### config.mk
export PLATFORM = sky130hd
export DESIGN_NAME = ccc_reconfig_ctrl
export DESIGN_NICKNAME = d
export VERILOG_FILES = /design/src/rtl/ccc_reconfig_ctrl.sv
export SDC_FILE = /design/constraint.sdc
export NUM_CORES = 1
export LEC_CHECK = 0
export BUFFER_PORTS_ARGS = -buffer_cell sky130_fd_sc_hd__buf_2
export CORE_MARGIN = 3
export CORE_UTILIZATION = 47
export CTS_BUF_LIST = sky130_fd_sc_hd__clkbuf_2
export CTS_CLUSTER_SIZE = 16
export DETAILED_ROUTE_END_ITERATION = 8
export PLACE_DENSITY_LB_ADDON = 0.12
export SETUP_SLACK_MARGIN = 0.02
export SLEW_MARGIN = 10
export SYNTH_ARGS = -nofsm -noshare
export SYNTH_HDL_FRONTEND = slang
export SYNTH_SLANG_ARGS = --single-unit
### constraint.sdc
create_clock -name PCLK -period 3.2 [get_ports PCLK]
set_input_delay 0.64 -clock PCLK [delete_from_list [all_inputs] [get_ports PCLK]]
set_output_delay 0.64 -clock PCLK [all_outputs]
set_load 0.02 [all_outputs]
### src/rtl/ccc_reconfig_ctrl.sv
`default_nettype none
// ==========================================================================
// ccc_reconfig_ctrl : CCC/PLL APB reconfiguration sequencer with lock supervision
// Revision 1.0
// ==========================================================================
module ccc_reconfig_ctrl #(
  parameter int         NUM_REGS     = 8,
  parameter logic [5:0] BASE_ADDR    = 6'h00,
  parameter int         RST_CYCLES   = 16,
  parameter int         LOCK_TIMEOUT = 65535,
  parameter int         LOCK_STABLE  = 256,
  parameter int         VERIFY       = 1,
  parameter int         AUTO_START   = 1
) (
  input  logic                  PCLK,
  input  logic                  PRESET_N,
  input  logic                  start,
  input  logic [8*NUM_REGS-1:0] cfg_data,
  input  logic                  ccc_lock,
  output logic                  ccc_psel,
  output logic                  ccc_penable,
  output logic                  ccc_pwrite,
  output logic [5:0]            ccc_paddr,
  output logic [7:0]            ccc_pwdata,
  input  logic [7:0]            ccc_prdata,
  output logic                  pll_arst_n,
  output logic                  fabric_rst_n,
  output logic                  busy,
  output logic                  done,
  output logic                  err,
  output logic [1:0]            err_code,
  output logic [7:0]            relock_cnt
);

  localparam int CNT_W = 17;
  localparam int IDX_W = 7;

  typedef enum logic [3:0] {
    S_IDLE, S_PLLRST, S_WR_SETUP, S_WR_ACCESS, S_RD_SETUP,
    S_RD_ACCESS, S_WAIT_LOCK, S_STABLE, S_DONE, S_ERROR
  } state_t;

  state_t                state, state_nx;
  logic [CNT_W-1:0]      cnt, cnt_nx;
  logic [IDX_W-1:0]      idx, idx_nx;
  logic [1:0]            err_code_nx;
  logic [7:0]            relock_nx;
  logic [8*NUM_REGS-1:0] shadow;
  logic                  load_shadow;
  logic                  auto_pend;
  logic                  lock_meta, lock_s;
  logic [7:0]            cur_byte;
  logic                  last_idx;
  logic                  accept;

  always_ff @(posedge PCLK or negedge PRESET_N) begin
    if (!PRESET_N) begin
      lock_meta <= 1'b0;
      lock_s    <= 1'b0;
    end else begin
      lock_meta <= ccc_lock;
      lock_s    <= lock_meta;
    end
  end

  always_ff @(posedge PCLK or negedge PRESET_N) begin
    if (!PRESET_N) begin
      state      <= S_IDLE;
      cnt        <= '0;
      idx        <= '0;
      err_code   <= 2'b00;
      relock_cnt <= 8'd0;
      shadow     <= '0;
      auto_pend  <= (AUTO_START != 0);
    end else begin
      state      <= state_nx;
      cnt        <= cnt_nx;
      idx        <= idx_nx;
      err_code   <= err_code_nx;
      relock_cnt <= relock_nx;
      auto_pend  <= 1'b0;
      if (load_shadow)
        shadow <= cfg_data;
    end
  end

  assign cur_byte = shadow[8*int'(idx) +: 8];
  assign last_idx = (idx == IDX_W'(NUM_REGS-1));
  // auto_pend only ever fires out of IDLE, on the first clock after reset
  assign accept   = ((state == S_IDLE) && (start || auto_pend)) ||
                    (start && ((state == S_DONE) || (state == S_ERROR)));

  always_comb begin
    state_nx     = state;
    cnt_nx       = cnt;
    idx_nx       = idx;
    err_code_nx  = err_code;
    relock_nx    = relock_cnt;
    load_shadow  = 1'b0;
    ccc_psel     = 1'b0;
    ccc_penable  = 1'b0;
    ccc_pwrite   = 1'b0;
    ccc_paddr    = 6'd0;
    ccc_pwdata   = 8'd0;
    pll_arst_n   = 1'b0;
    fabric_rst_n = 1'b0;
    busy         = 1'b1;
    done         = 1'b0;
    err          = 1'b0;

    case (state)
      S_IDLE: busy = 1'b0;
      S_PLLRST: begin
        if (cnt == CNT_W'(RST_CYCLES-1)) begin
          state_nx = S_WR_SETUP;
          cnt_nx   = '0;
          idx_nx   = '0;
        end else begin
          cnt_nx = cnt + 1'b1;
        end
      end
      S_WR_SETUP: begin
        ccc_psel   = 1'b1;
        ccc_pwrite = 1'b1;
        ccc_paddr  = BASE_ADDR + idx[5:0];
        ccc_pwdata = cur_byte;
        state_nx   = S_WR_ACCESS;
      end
      S_WR_ACCESS: begin
        ccc_psel    = 1'b1;
        ccc_penable = 1'b1;
        ccc_pwrite  = 1'b1;
        ccc_paddr   = BASE_ADDR + idx[5:0];
        ccc_pwdata  = cur_byte;
        if (last_idx) begin
          idx_nx   = '0;
          state_nx = (VERIFY != 0) ? S_RD_SETUP : S_WAIT_LOCK;
        end else begin
          idx_nx   = idx + 1'b1;
          state_nx = S_WR_SETUP;
        end
      end
      S_RD_SETUP: begin
        ccc_psel  = 1'b1;
        ccc_paddr = BASE_ADDR + idx[5:0];
        state_nx  = S_RD_ACCESS;
      end
      S_RD_ACCESS: begin
        ccc_psel    = 1'b1;
        ccc_penable = 1'b1;
        ccc_paddr   = BASE_ADDR + idx[5:0];
        if (ccc_prdata != cur_byte) begin
          err_code_nx = 2'b10;
          state_nx    = S_ERROR;
        end else if (last_idx) begin
          state_nx = S_WAIT_LOCK;
        end else begin
          idx_nx   = idx + 1'b1;
          state_nx = S_RD_SETUP;
        end
      end
      S_WAIT_LOCK: begin
        pll_arst_n = 1'b1;
        if (lock_s) begin
          state_nx = S_STABLE;
          cnt_nx   = '0;
        end else if (cnt == CNT_W'(LOCK_TIMEOUT-1)) begin
          err_code_nx = 2'b01;
          state_nx    = S_ERROR;
        end else begin
          cnt_nx = cnt + 1'b1;
        end
      end
      S_STABLE: begin
        pll_arst_n = 1'b1;
        if (!lock_s) begin
          state_nx = S_WAIT_LOCK;
          cnt_nx   = '0;
        end else if (cnt == CNT_W'(LOCK_STABLE-1)) begin
          state_nx = S_DONE;
        end else begin
          cnt_nx = cnt + 1'b1;
        end
      end
      S_DONE: begin
        pll_arst_n   = 1'b1;
        fabric_rst_n = 1'b1;
        done         = 1'b1;
        busy         = 1'b0;
        if (!lock_s) begin
          if (relock_cnt != 8'hFF)
            relock_nx = relock_cnt + 8'd1;
          state_nx = S_WAIT_LOCK;
          cnt_nx   = '0;
        end
      end
      S_ERROR: begin
        err  = 1'b1;
        busy = 1'b0;
      end
      default: state_nx = S_IDLE;
    endcase

    // A restart overrides any lock-loss transition but keeps the relock count
    if (accept) begin
      state_nx    = S_PLLRST;
      cnt_nx      = '0;
      err_code_nx = 2'b00;
      load_shadow = 1'b1;
    end
  end

endmodule
`default_nettype wire

== Yosys cells after proc, flatten, opt, wreduce, memory -nomap -nowiden ==
Index checks and enable logic that the tools add are counted.

* Register bits: 105
* Bits of input ports: 76

* $add $sub $neg: 3
* Eq/ne operators: 28
* Shift operators: 1
* Mux-type cells: 39
* Bitwise gates (word level): 1
* Reduce and logical (&&, ||, !) cells: 20

{| class="wikitable"
|+ Operator list
! cell !! number
|-
| 17-bit 2-to-1 mux || 7
|-
| 17-bit one-hot mux with 4 select lines || 1
|-
| 64-bit by 11-bit indexed part select with 8-bit output || 1
|-
| 4-bit one-hot mux with 9 select lines || 1
|-
| 4-bit 2-to-1 mux || 8
|-
| 7-bit 2-to-1 mux || 4
|-
| 7-bit one-hot mux with 3 select lines || 1
|-
| 17-bit by 1-bit adder with 17-bit output, second input constant || 1
|-
| 17-bit by 16-bit equality test with 1-bit output, second input constant || 1
|-
| 17-bit by 4-bit equality test with 1-bit output, second input constant || 1
|-
| 17-bit by 8-bit equality test with 1-bit output, second input constant || 1
|-
| 4-bit by 3-bit equality test with 1-bit output, second input constant || 4
|-
| 4-bit != test, second input constant || 4
|-
| 3-bit != test, second input constant || 5
|-
| 4-bit AND reduction || 3
|-
| 2-bit 2-to-1 mux || 5
|-
| 8-bit by 1-bit adder with 8-bit output, second input constant || 1
|-
| 4-bit by 2-bit equality test with 1-bit output, second input constant || 2
|-
| 4-bit equality test, second input constant || 2
|-
| 1-bit 2-to-1 mux || 8
|-
| 8-bit 2-to-1 mux || 1
|-
| 8-bit != test || 1
|-
| 8-bit != test, second input constant || 1
|-
| 7-bit by 1-bit adder with 7-bit output, second input constant || 1
|-
| 18 further kinds || 27
|}

== Depth between registers and ports, before layout ==
Gate-level depths: netlist of the first run.

* Depth after elaboration: 6
* Mapped depth: 10
* Gate-level depth less buffers: 9

== Worst setup path after synthesis of the first run ==
OpenSTA, ideal clock, no wires.

* Path type: register to register
* Start: register idx[0]
* End: register idx[0]
* Arrival time: 2560 ps
* Setup slack: 512 ps
* Stages on the path, launching flop included: 9
* Path buffers: 1
* Clock period less this slack: 2688 ps
* Path through: dfrtp_1 -> buf_6 -> mux4_2 -> mux2i_4 -> a21oi_1 -> or3_4 -> a2111oi_4 -> o21ai_2 -> mux2_1

* Longest elaborated chain between the ends: 4

{| class="wikitable"
|+ Ends and longest elaborated chain
! what !! line !! source
|-
| start, declared || 45 || <nowiki>logic [IDX_W-1:0] idx, idx_nx;</nowiki>
|-
| start signal, assigned || 78 || <nowiki>idx <= idx_nx;</nowiki>
|-
| 64-bit by 11-bit indexed part select with 8-bit output or 7-bit by 1-bit adder with 7-bit output (tied branches) || 87, 139, 158 ||
|-
| 8-bit != test or 7-bit 2-to-1 mux (tied branches) || 152, 155 ||
|-
| 2-bit != test (no line) or 7-bit 2-to-1 mux (tied branches) || - ||
|-
| 4-bit AND reduction (no line) or 7-bit one-hot mux with 3 select lines (tied branches) || - ||
|}

Several ways; a longest one is shown, not always the timed one. The select of a mux whose other input is x is not followed.
A chain may end at the register's enable or synchronous reset.

== Worst setup path after layout of the first run ==
* Start: register idx[0]
* End: output port ccc_pwdata[5]

* Longest elaborated chain between the ends: 2

{| class="wikitable"
|+ Ends and longest elaborated chain
! what !! line !! source
|-
| 64-bit by 11-bit indexed part select with 8-bit output || 87 || <nowiki>assign cur_byte = shadow[8*int'(idx) +: 8];</nowiki>
|-
| 8-bit 2-to-1 mux || 111 || <nowiki>case (state)</nowiki>
|-
| end, declared || 24 || <nowiki>output logic [7:0] ccc_pwdata,</nowiki>
|}

No other way between the ends.

==> summary.txt, run 1 <==
TIMING
-------------------------------------------------------------------------------------------------
Worst Clk Skew                                                                            35.1 ps
Final Setup Violations                                                                          0
Worst Tran Pin Value                                                                       843 ps
Final Cycle Share                                                                           94.3%
RSZ-0062 raised after global routing                                                          yes
Highest attainable clock frequency                                                        331 MHz
Headroom to the max-slew limit                                                              43.8%
Final total negative setup slack                                                             0 ps
Min Tclk post-route                                                                       3020 ps
Pins Over Slew Limit                                                                            0
Fin. Hold Viols                                                                                 0

POWER AND IR DROP
-------------------------------------------------------------------------------------------------
Switching part of the total power                                                           38.3%
Relative contribution of sequential cells to total power                                    41.5%
Reported leakage power                                                                    2.88 nW
Part of the power in combinational logic                                                    46.3%
Max rail drop VDD                                                                        0.433 mV
Power density of the placed cells                                                      812 nW/µm²
Internal power                                                                          0.00325 W
P_sw                                                                                    0.00202 W
Part of the total power dissipated in the clock network                                     12.2%

WORST SETUP PATH
-------------------------------------------------------------------------------------------------
Data required time at the worst endpoint                                                  2560 ps
Highest net fanout along the worst path                                                        11
Crit path launch type                                                                    register
Endpoint type of the worst setup path                                                  output pin
Worst Setup Path Type                                                                     reg2out
Origin of the worst setup path                                                             idx[0]
Count of cells along the worst register-to-register path                                       10
Critical R2R Launch                                                                        idx[0]
Slowest stage cell, crit path                                                        sky130_fd_sc_hd__mux4_2
Worst endpoint data arrival time                                                          2380 ps
CP Cell Sequence                                                                     buf_4 -> mux4_2 -> a22oi_1 -> nor2_1 -> buf_2
Largest stage delay, worst path                                                            520 ps

DRT
-------------------------------------------------------------------------------------------------
Drt first-iter violations                                                                     272
Total number of vias                                                                         4254
Post-detailed-routing wire length                                                        13200 µm
Routed WL per cell                                                                        17.4 µm
Post-detailed-route count of antenna-violating nets                                             0
Vias per cell                                                                                5.59
First-pass detailed-route iteration total                                                       5
DRC Markers                                                                                     0

CLOCK TREE
-------------------------------------------------------------------------------------------------
Deepest level of the CTS H-tree                                                                 3
Clock transition at the registers of the reported paths                                    290 ps
Worst-Skew Late Latency                                                                    620 ps
Num Clock Sinks                                                                               105
TritonCTS Buffers                                                                               9
Root Driver                                                                          sky130_fd_sc_hd__clkbuf_2
CTS tree                                                                                      yes
Clock tree buffer depth                                                                         2

LOGIC SYNTHESIS
-------------------------------------------------------------------------------------------------
Mapped Area                                                                              5570 µm²
Avg Cell Area, Syn                                                                       11.1 µm²
EDFF count, synth                                                                               0
Synth top area share                                                                        46.7%
Share of synthesized area occupied by flip-flops and latches                                47.2%
Synth area leader                                                                    sky130_fd_sc_hd__dfrtp_1
Asr flop ratio synth                                                                         100%
Post-Syn Nets                                                                                 582
Synthesized flop and latch total                                                              105
Dominant register cell in the synthesized netlist                                    sky130_fd_sc_hd__dfrtp_1
Number of distinct library cell variants in the gate-level netlist after synthesis             65
Cells taking the most area after synthesis                                           sky130_fd_sc_hd__dfrtp_1, sky130_fd_sc_hd__mux2_2, sky130_fd_sc_hd__mux4_2, sky130_fd_sc_hd__nand2_1, sky130_fd_sc_hd__mux2i_1
Synth Instances                                                                               502
Count of yosys warnings during synthesis                                                        0

GLOBAL ROUTING
-------------------------------------------------------------------------------------------------
Via count of the first global-routing pass                                                   4230
Overflow left after global routing                                                              0
First-pass GRT wire length                                                               21600 µm
Overall global routing resource usage                                                       21.0%
Largest net degree at the start of global routing                                              69
Number of antenna violations at the first check in global routing                               1

CELLS AND AREA
-------------------------------------------------------------------------------------------------
Antenna Diode Count                                                                             0
Fraction of final layout cells sized beyond drive strength 1                                39.5%
Non-filler cells, final                                                                       761
Area growth syn-to-layout                                                                   16.5%
Final core utilization                                                                      56.3%
Post-layout net count                                                                         693
Finished Cell Area                                                                       6490 µm²

PLACED DESIGN
-------------------------------------------------------------------------------------------------
PortBufs                                                                                      107
Global placement routability congestion                                                     0.817
Final HPWL from detailed placement                                                        9750 µm
Placement Cell Area                                                                      6240 µm²
Post-placement cell count                                                                     733

HOLD PATH
-------------------------------------------------------------------------------------------------
Path class of the lowest-slack min-delay path                                              in2reg
WHS Path Cells                                                                                  1
Start point of the worst min-delay path                                                  ccc_lock

FLOW RUN
-------------------------------------------------------------------------------------------------
Number of max-cap violations                                                                    0

FLOORPLANNING
-------------------------------------------------------------------------------------------------
Chip Width                                                                                 115 µm
Die boundary height                                                                        115 µm
Placeable core region                                                                   11500 µm²
Site row count                                                                                 39
# IOs                                                                                         108
Die outline area                                                                        13200 µm²
Starting utilization of the core area                                                       48.4%

STATUS
-------------------------------------------------------------------------------------------------
Status                                                                                  completed

placed cells by master, fill, tap and decap left out, types with 4 or more instances in the layout:
| master | n |
|---|---|
| sky130_fd_sc_hd__buf_2 | 106 |
| sky130_fd_sc_hd__dfrtp_1 | 98 |
| sky130_fd_sc_hd__mux2_2 | 70 |
| sky130_fd_sc_hd__nand2_1 | 37 |
| sky130_fd_sc_hd__nor2_1 | 31 |
| sky130_fd_sc_hd__o21ai_0 | 21 |
| sky130_fd_sc_hd__buf_4 | 21 |
| sky130_fd_sc_hd__o21ai_1 | 15 |
| sky130_fd_sc_hd__mux2i_1 | 13 |
| sky130_fd_sc_hd__nand3_1 | 13 |
| sky130_fd_sc_hd__nor3_1 | 10 |
| sky130_fd_sc_hd__mux4_2 | 10 |
| sky130_fd_sc_hd__nand2b_1 | 10 |
| sky130_fd_sc_hd__nor2b_1 | 9 |
| sky130_fd_sc_hd__clkbuf_2 | 9 |
| sky130_fd_sc_hd__and3_1 | 8 |
| sky130_fd_sc_hd__and2_1 | 8 |
| sky130_fd_sc_hd__o31ai_1 | 8 |
| sky130_fd_sc_hd__a21oi_1 | 7 |
| sky130_fd_sc_hd__nand4_1 | 6 |
| sky130_fd_sc_hd__xor2_1 | 6 |
| sky130_fd_sc_hd__xnor2_1 | 6 |
| sky130_fd_sc_hd__a31oi_1 | 6 |
| sky130_fd_sc_hd__dfrtp_2 | 6 |
| sky130_fd_sc_hd__inv_1 | 5 |
| sky130_fd_sc_hd__nor4_1 | 5 |
| sky130_fd_sc_hd__nand3b_1 | 4 |
| sky130_fd_sc_hd__ha_1 | 4 |
power by group through the flow:
stage	Combinational, W	Sequential, W	Clock [W]
final	0.00244	0.00219	0.000642
after detailed placement	0.00234	0.00224	0
after floorplan	0.00187	0.00208	0
after global routing	0.00268	0.00225	0.000725
after CTS	0.00238	0.00220	0.000680
after global placement	0.00228	0.00223	0
worst paths after layout:
check                                      to  slack (ps)
worst max-delay path            ccc_pwdata[5]         180
max in group asynchronous       relock_cnt[5]        1950
worst max register to register         idx[6]         230
worst min-delay path                lock_meta         140
min in group asynchronous              cnt[2]         530
worst min register to register         lock_s         360
cell type report:
type / instances / area [µm²]
timing repair buffer: 130 / 738
multi-input combinational: 361 / 2790
sequential: 105 / 2640
inverter: 6 / 22.5
tap: 143 / 179
clock inverter: 7 / 73.8
clock buffer: 9 / 45.0
fill: 1038 / 5030
cell usage after synthesis (2+ instances only):
master / n
sky130_fd_sc_hd__dfrtp_1: 104
sky130_fd_sc_hd__mux2_2: 70
sky130_fd_sc_hd__nand2_1: 38
sky130_fd_sc_hd__nor2_1: 31
sky130_fd_sc_hd__clkbuf_1: 24
sky130_fd_sc_hd__o21ai_0: 21
sky130_fd_sc_hd__o21ai_1: 15
sky130_fd_sc_hd__mux2i_1: 14
sky130_fd_sc_hd__nand3_1: 13
sky130_fd_sc_hd__mux4_2: 10
sky130_fd_sc_hd__nand2b_1: 10
sky130_fd_sc_hd__nor3_1: 10
sky130_fd_sc_hd__nor2b_1: 9
sky130_fd_sc_hd__and2_1: 8
sky130_fd_sc_hd__and3_1: 8
sky130_fd_sc_hd__o31ai_1: 8
sky130_fd_sc_hd__a21oi_1: 7
sky130_fd_sc_hd__a31oi_1: 6
sky130_fd_sc_hd__nand4_1: 6
sky130_fd_sc_hd__xnor2_1: 6
sky130_fd_sc_hd__xor2_1: 6
sky130_fd_sc_hd__inv_1: 5
sky130_fd_sc_hd__nor4_1: 5
sky130_fd_sc_hd__ha_1: 4
sky130_fd_sc_hd__nand3b_1: 4
sky130_fd_sc_hd__a22o_1: 3
sky130_fd_sc_hd__a22oi_1: 3
sky130_fd_sc_hd__and4_1: 3
sky130_fd_sc_hd__mux2_1: 3
sky130_fd_sc_hd__o22ai_1: 3
sky130_fd_sc_hd__a41oi_1: 2
sky130_fd_sc_hd__buf_2: 2
sky130_fd_sc_hd__buf_4: 2
sky130_fd_sc_hd__buf_6: 2
sky130_fd_sc_hd__nor3b_1: 2
sky130_fd_sc_hd__o211ai_1: 2
sky130_fd_sc_hd__o21a_1: 2
sky130_fd_sc_hd__or2_1: 2
sky130_fd_sc_hd__or3_1: 2
sky130_fd_sc_hd__or4_1: 2
cells by family (layout without fill, tap and decap cells):
kind of cell,after synthesis,after routing,synth area share [%]
adders and majority gates,4,4,0.899
muxes,98,98,21.7
and+or+nand+nor,159,159,14.8
DFF,105,105,47.2
buffers and inverters,36,152,2.88
AOI/OAI and AO/OA,87,87,10.5
other,1,1,0.0673
xor gates and xnor gates,12,12,1.89
flip-flops by register name, indices dropped and copies added, names as in the netlist:
name / cells
lock_s: 1
shadow: 64
err_code: 2
idx: 7
state: 4
relock_cnt: 8
cnt: 17
lock_meta: 1
auto_pend: 1
stage by stage:
stage / setup slack, ps / hold slack [ps] / power, W
floorplan: 512 / 331 / 0.00395
detailed placement: 175 / 344 / 0.00458
CTS: 26.9 / 72.5 / 0.00526
finish: 183 / 141 / 0.00527
global route: 15.1 / 72.1 / 0.00565
global placement: 300 / 336 / 0.00451
repair_timing:
item,4_1_cts,5_1_grt
pin swaps,0,0
buffers inserted,3,8
hold endpoints to repair,43,0
gates resized for setup,3,6
hold buffers,1,0
setup endpoints to repair,6,7
layer usage:
layer  track usage, %  up-vias  share of wire [%]
met3             5.89       28                5.8
met5                0        -              0.053
li1                 -     2054                  -
met1             25.7     2066                 41
met2             35.0      104                 50
met4             8.37        2                3.2
critical path: cells and delay by family (launching register included):
kind	cells	cell delay, ps
AO/OA/AOI/OAI	1	270
buffers and inverters	2	380
flip-flops	1	470
multiplexers	1	520
AND/OR/NAND/NOR	1	100
Power figures use the tool's default switching activity.
==> inputs of run 2 (changes only) <==
Settings changed: ABC_AREA set to 1, BUFFER_PORTS_ARGS -buffer_cell sky130_fd_sc_hd__buf_2 to -buffer_cell sky130_fd_sc_hd__clkbuf_2, SETUP_SLACK_MARGIN 0.02 to not set.
==> summary.txt, run 2 <==
WORST SETUP PATH
-------------------------------------------------------------------------------------------------
Cell class contributing the biggest share of worst-path delay                        buffers and inverters
Data required time at the worst endpoint                                                  2560 ps
Number of buffer and inverter stages on the critical path                                       5
CP Cell Sequence                                                                     inv_1 -> nor2_4 -> inv_1 -> nor2_4 -> nor2_2 -> inv_1 -> nor2_2 -> buf_4 -> nor2_1 -> clkbuf_2
Endpoint type of the worst setup path                                                  output pin
Slowest stage cell, crit path                                                        sky130_fd_sc_hd__dfrtp_1
Worst endpoint data arrival time                                                          2390 ps
Largest stage delay, worst path                                                            470 ps
Origin of the worst setup path                                                           state[2]
Worst path most repeated cell                                                        sky130_fd_sc_hd__inv_1
Critical R2R Launch                                                                        idx[0]
Worst Setup Path Type                                                                     reg2out
Crit path launch type                                                                    register
Highest net fanout along the worst path                                                         6

LOGIC SYNTHESIS
-------------------------------------------------------------------------------------------------
Post-Syn Nets                                                                                 899
Synthesized flop and latch total                                                              105
Synth top area share                                                                        44.7%
Cells taking the most area after synthesis                                           sky130_fd_sc_hd__dfrtp_1, sky130_fd_sc_hd__nand2_1, sky130_fd_sc_hd__inv_1, sky130_fd_sc_hd__nor2_1, sky130_fd_sc_hd__nand3_1
Count of yosys warnings during synthesis                                                        0
Asr flop ratio synth                                                                         100%
Share of synthesized area occupied by flip-flops and latches                                45.1%
Ranking of synthesized cells by instance count                                       sky130_fd_sc_hd__nand2_1, sky130_fd_sc_hd__inv_1, sky130_fd_sc_hd__dfrtp_1
Mapped Area                                                                              5820 µm²
Most common cell in the netlist                                                      sky130_fd_sc_hd__nand2_1
Dominant register cell in the synthesized netlist                                    sky130_fd_sc_hd__dfrtp_1
EDFF count, synth                                                                               0
Synth Instances                                                                               819
Avg Cell Area, Syn                                                                       7.11 µm²
Synth area leader                                                                    sky130_fd_sc_hd__dfrtp_1
Number of distinct library cell variants in the gate-level netlist after synthesis             40

TIMING
-------------------------------------------------------------------------------------------------
Headroom to the max-slew limit                                                              53.1%
Min Tclk post-route                                                                       3030 ps
Final total negative setup slack                                                             0 ps
Fin. Hold Viols                                                                                 0
Pins Over Slew Limit                                                                            0
Worst Clk Skew                                                                            39.7 ps
Final Setup Violations                                                                          0
Final Cycle Share                                                                           94.8%
Worst Tran Pin Value                                                                       703 ps
Highest attainable clock frequency                                                        330 MHz

FLOORPLANNING
-------------------------------------------------------------------------------------------------
Placeable core region                                                                   12100 µm²
Die boundary height                                                                        117 µm
Die outline area                                                                        13800 µm²
Starting utilization of the core area                                                       48.3%
# IOs                                                                                         108
Site row count                                                                                 40
Chip Width                                                                                 117 µm

STATUS
-------------------------------------------------------------------------------------------------
Status                                                                                  completed

CELLS AND AREA
-------------------------------------------------------------------------------------------------
Filler Cell Count                                                                            1198
Top Registers                                                                        shadow (64), cnt (17), relock_cnt (8)
Final core utilization                                                                      55.6%
Number of flip-flops in the largest register                                                   64
Commonest non-fill, non-tap cells in the layout                                      sky130_fd_sc_hd__nand2_1, sky130_fd_sc_hd__clkbuf_2, sky130_fd_sc_hd__inv_1, sky130_fd_sc_hd__dfrtp_1, sky130_fd_sc_hd__nor2_1
Combined area of the multi-input logic cells                                             2660 µm²
Non-filler cells, final                                                                      1091
Antenna Diode Count                                                                             0
Top register by number of flip-flops                                                       shadow
Fraction of final layout cells sized beyond drive strength 1                                17.7%
Post-layout net count                                                                         998
Most common cell after layout, fill and taps aside                                   sky130_fd_sc_hd__nand2_1
Finished Cell Area                                                                       6710 µm²
Sequential cell area                                                                     2630 µm²
Area growth syn-to-layout                                                                   15.1%

CLOCK TREE
-------------------------------------------------------------------------------------------------
Clock tree buffer depth                                                                         2
Clock transition at the registers of the reported paths                                    290 ps
Deepest level of the CTS H-tree                                                                 3
Root Driver                                                                          sky130_fd_sc_hd__clkbuf_2
TritonCTS Buffers                                                                               9
Worst-Skew Late Latency                                                                    650 ps
Num Clock Sinks                                                                               105
CTS tree                                                                                      yes

DRT
-------------------------------------------------------------------------------------------------
DRC Markers                                                                                     0
Routed WL per cell                                                                        14.1 µm
Drt first-iter violations                                                                     428
First-pass detailed-route iteration total                                                       5
Total number of vias                                                                         5489
Post-detailed-route count of antenna-violating nets                                             0
Post-detailed-routing wire length                                                        15400 µm
Vias per cell                                                                                5.03

PLACED DESIGN
-------------------------------------------------------------------------------------------------
PortBufs                                                                                      107
Global placement routability congestion                                                     0.951
Post-placement cell count                                                                    1073
Final HPWL from detailed placement                                                       11500 µm
Placement Cell Area                                                                      6500 µm²

POWER AND IR DROP
-------------------------------------------------------------------------------------------------
Max rail drop VDD                                                                        0.221 mV
Power density of the placed cells                                                      327 nW/µm²
Overall power of the completed layout                                                   0.00219 W
Reported leakage power                                                                    3.57 nW

HOLD PATH
-------------------------------------------------------------------------------------------------
Start point of the worst min-delay path                                                  ccc_lock
Path class of the lowest-slack min-delay path                                              in2reg

GLOBAL ROUTING
-------------------------------------------------------------------------------------------------
First-pass GRT wire length                                                               25500 µm
Largest net degree at the start of global routing                                             100
Overflow left after global routing                                                              0
Number of antenna violations at the first check in global routing                               0
Via count of the first global-routing pass                                                   5476
Overall global routing resource usage                                                       22.6%

FLOW RUN
-------------------------------------------------------------------------------------------------
Number of max-cap violations                                                                    0

[run 2: report_power, final]
group | internal [W] | switching [W] | leakage (nW)
combinational | 0.0000400 | 0.0000507 | 2.27
sequential | 0.00133 | 0.00000105 | 1.22
clock | 0.000276 | 0.000491 | 0.0870
total | 0.00165 | 0.000543 | 3.57
[run 2: routing by layer]
metal | track usage (%) | part of all wire [%] | wire, µm
met1 | 29.0 | 45 | 6870
met2 | 37.9 | 48 | 7410
met3 | 4.00 | 4.5 | 694
met4 | 9.09 | 2.6 | 402
met5 | 0 | 0 | 0
[run 2: what timing repair did]
item,4_1_cts,5_1_grt
setup buffers,0,1
setup endpoints to repair,4,6
endpoints found under the hold margin,49,0
resized for setup,5,6
hold buffers,1,0
[run 2: final timing paths]
kind,to,slack [ps],depth (start not counted)
hold / removal,lock_meta,90,1
min in group asynchronous,shadow[39],520,2
max in group asynchronous,auto_pend,1880,3
setup / recovery,ccc_paddr[1],170,10
hold reg to reg,lock_s,390,0
setup reg to reg,idx[3],630,13
[run 2: logic make-up (layout without fill, tap and decap cells)]
kind of cell / after synthesis / count (layout) / synth area share (%)
other cells: 1 / 1 / 0.0644
fa+ha+maj: 4 / 4 / 0.860
flops: 105 / 105 / 45.1
xor+xnor: 14 / 14 / 2.11
mux: 1 / 1 / 0.193
simple gates: 473 / 473 / 34.0
buf+inv: 137 / 241 / 9.60
compound gates: 84 / 84 / 8.04
[run 2: area by class of cell]
class,instances,share of cell area (%)
Inverter,108,6.10
Clock inverter,7,1.60
Sequential cell,105,39.2
Timing Repair Buffer,117,9.61
Tap cell,168,3.13
Multi-Input combinational cell,577,39.6
Clock buffer,9,0.672
[run 2: stage by stage]
stage	hold slack, ps	setup slack, ps
finish	88.3	166
global route	54.7	-5.98
CTS	37.0	17.6
detailed placement	338	619
global placement	339	591
floorplan	331	939
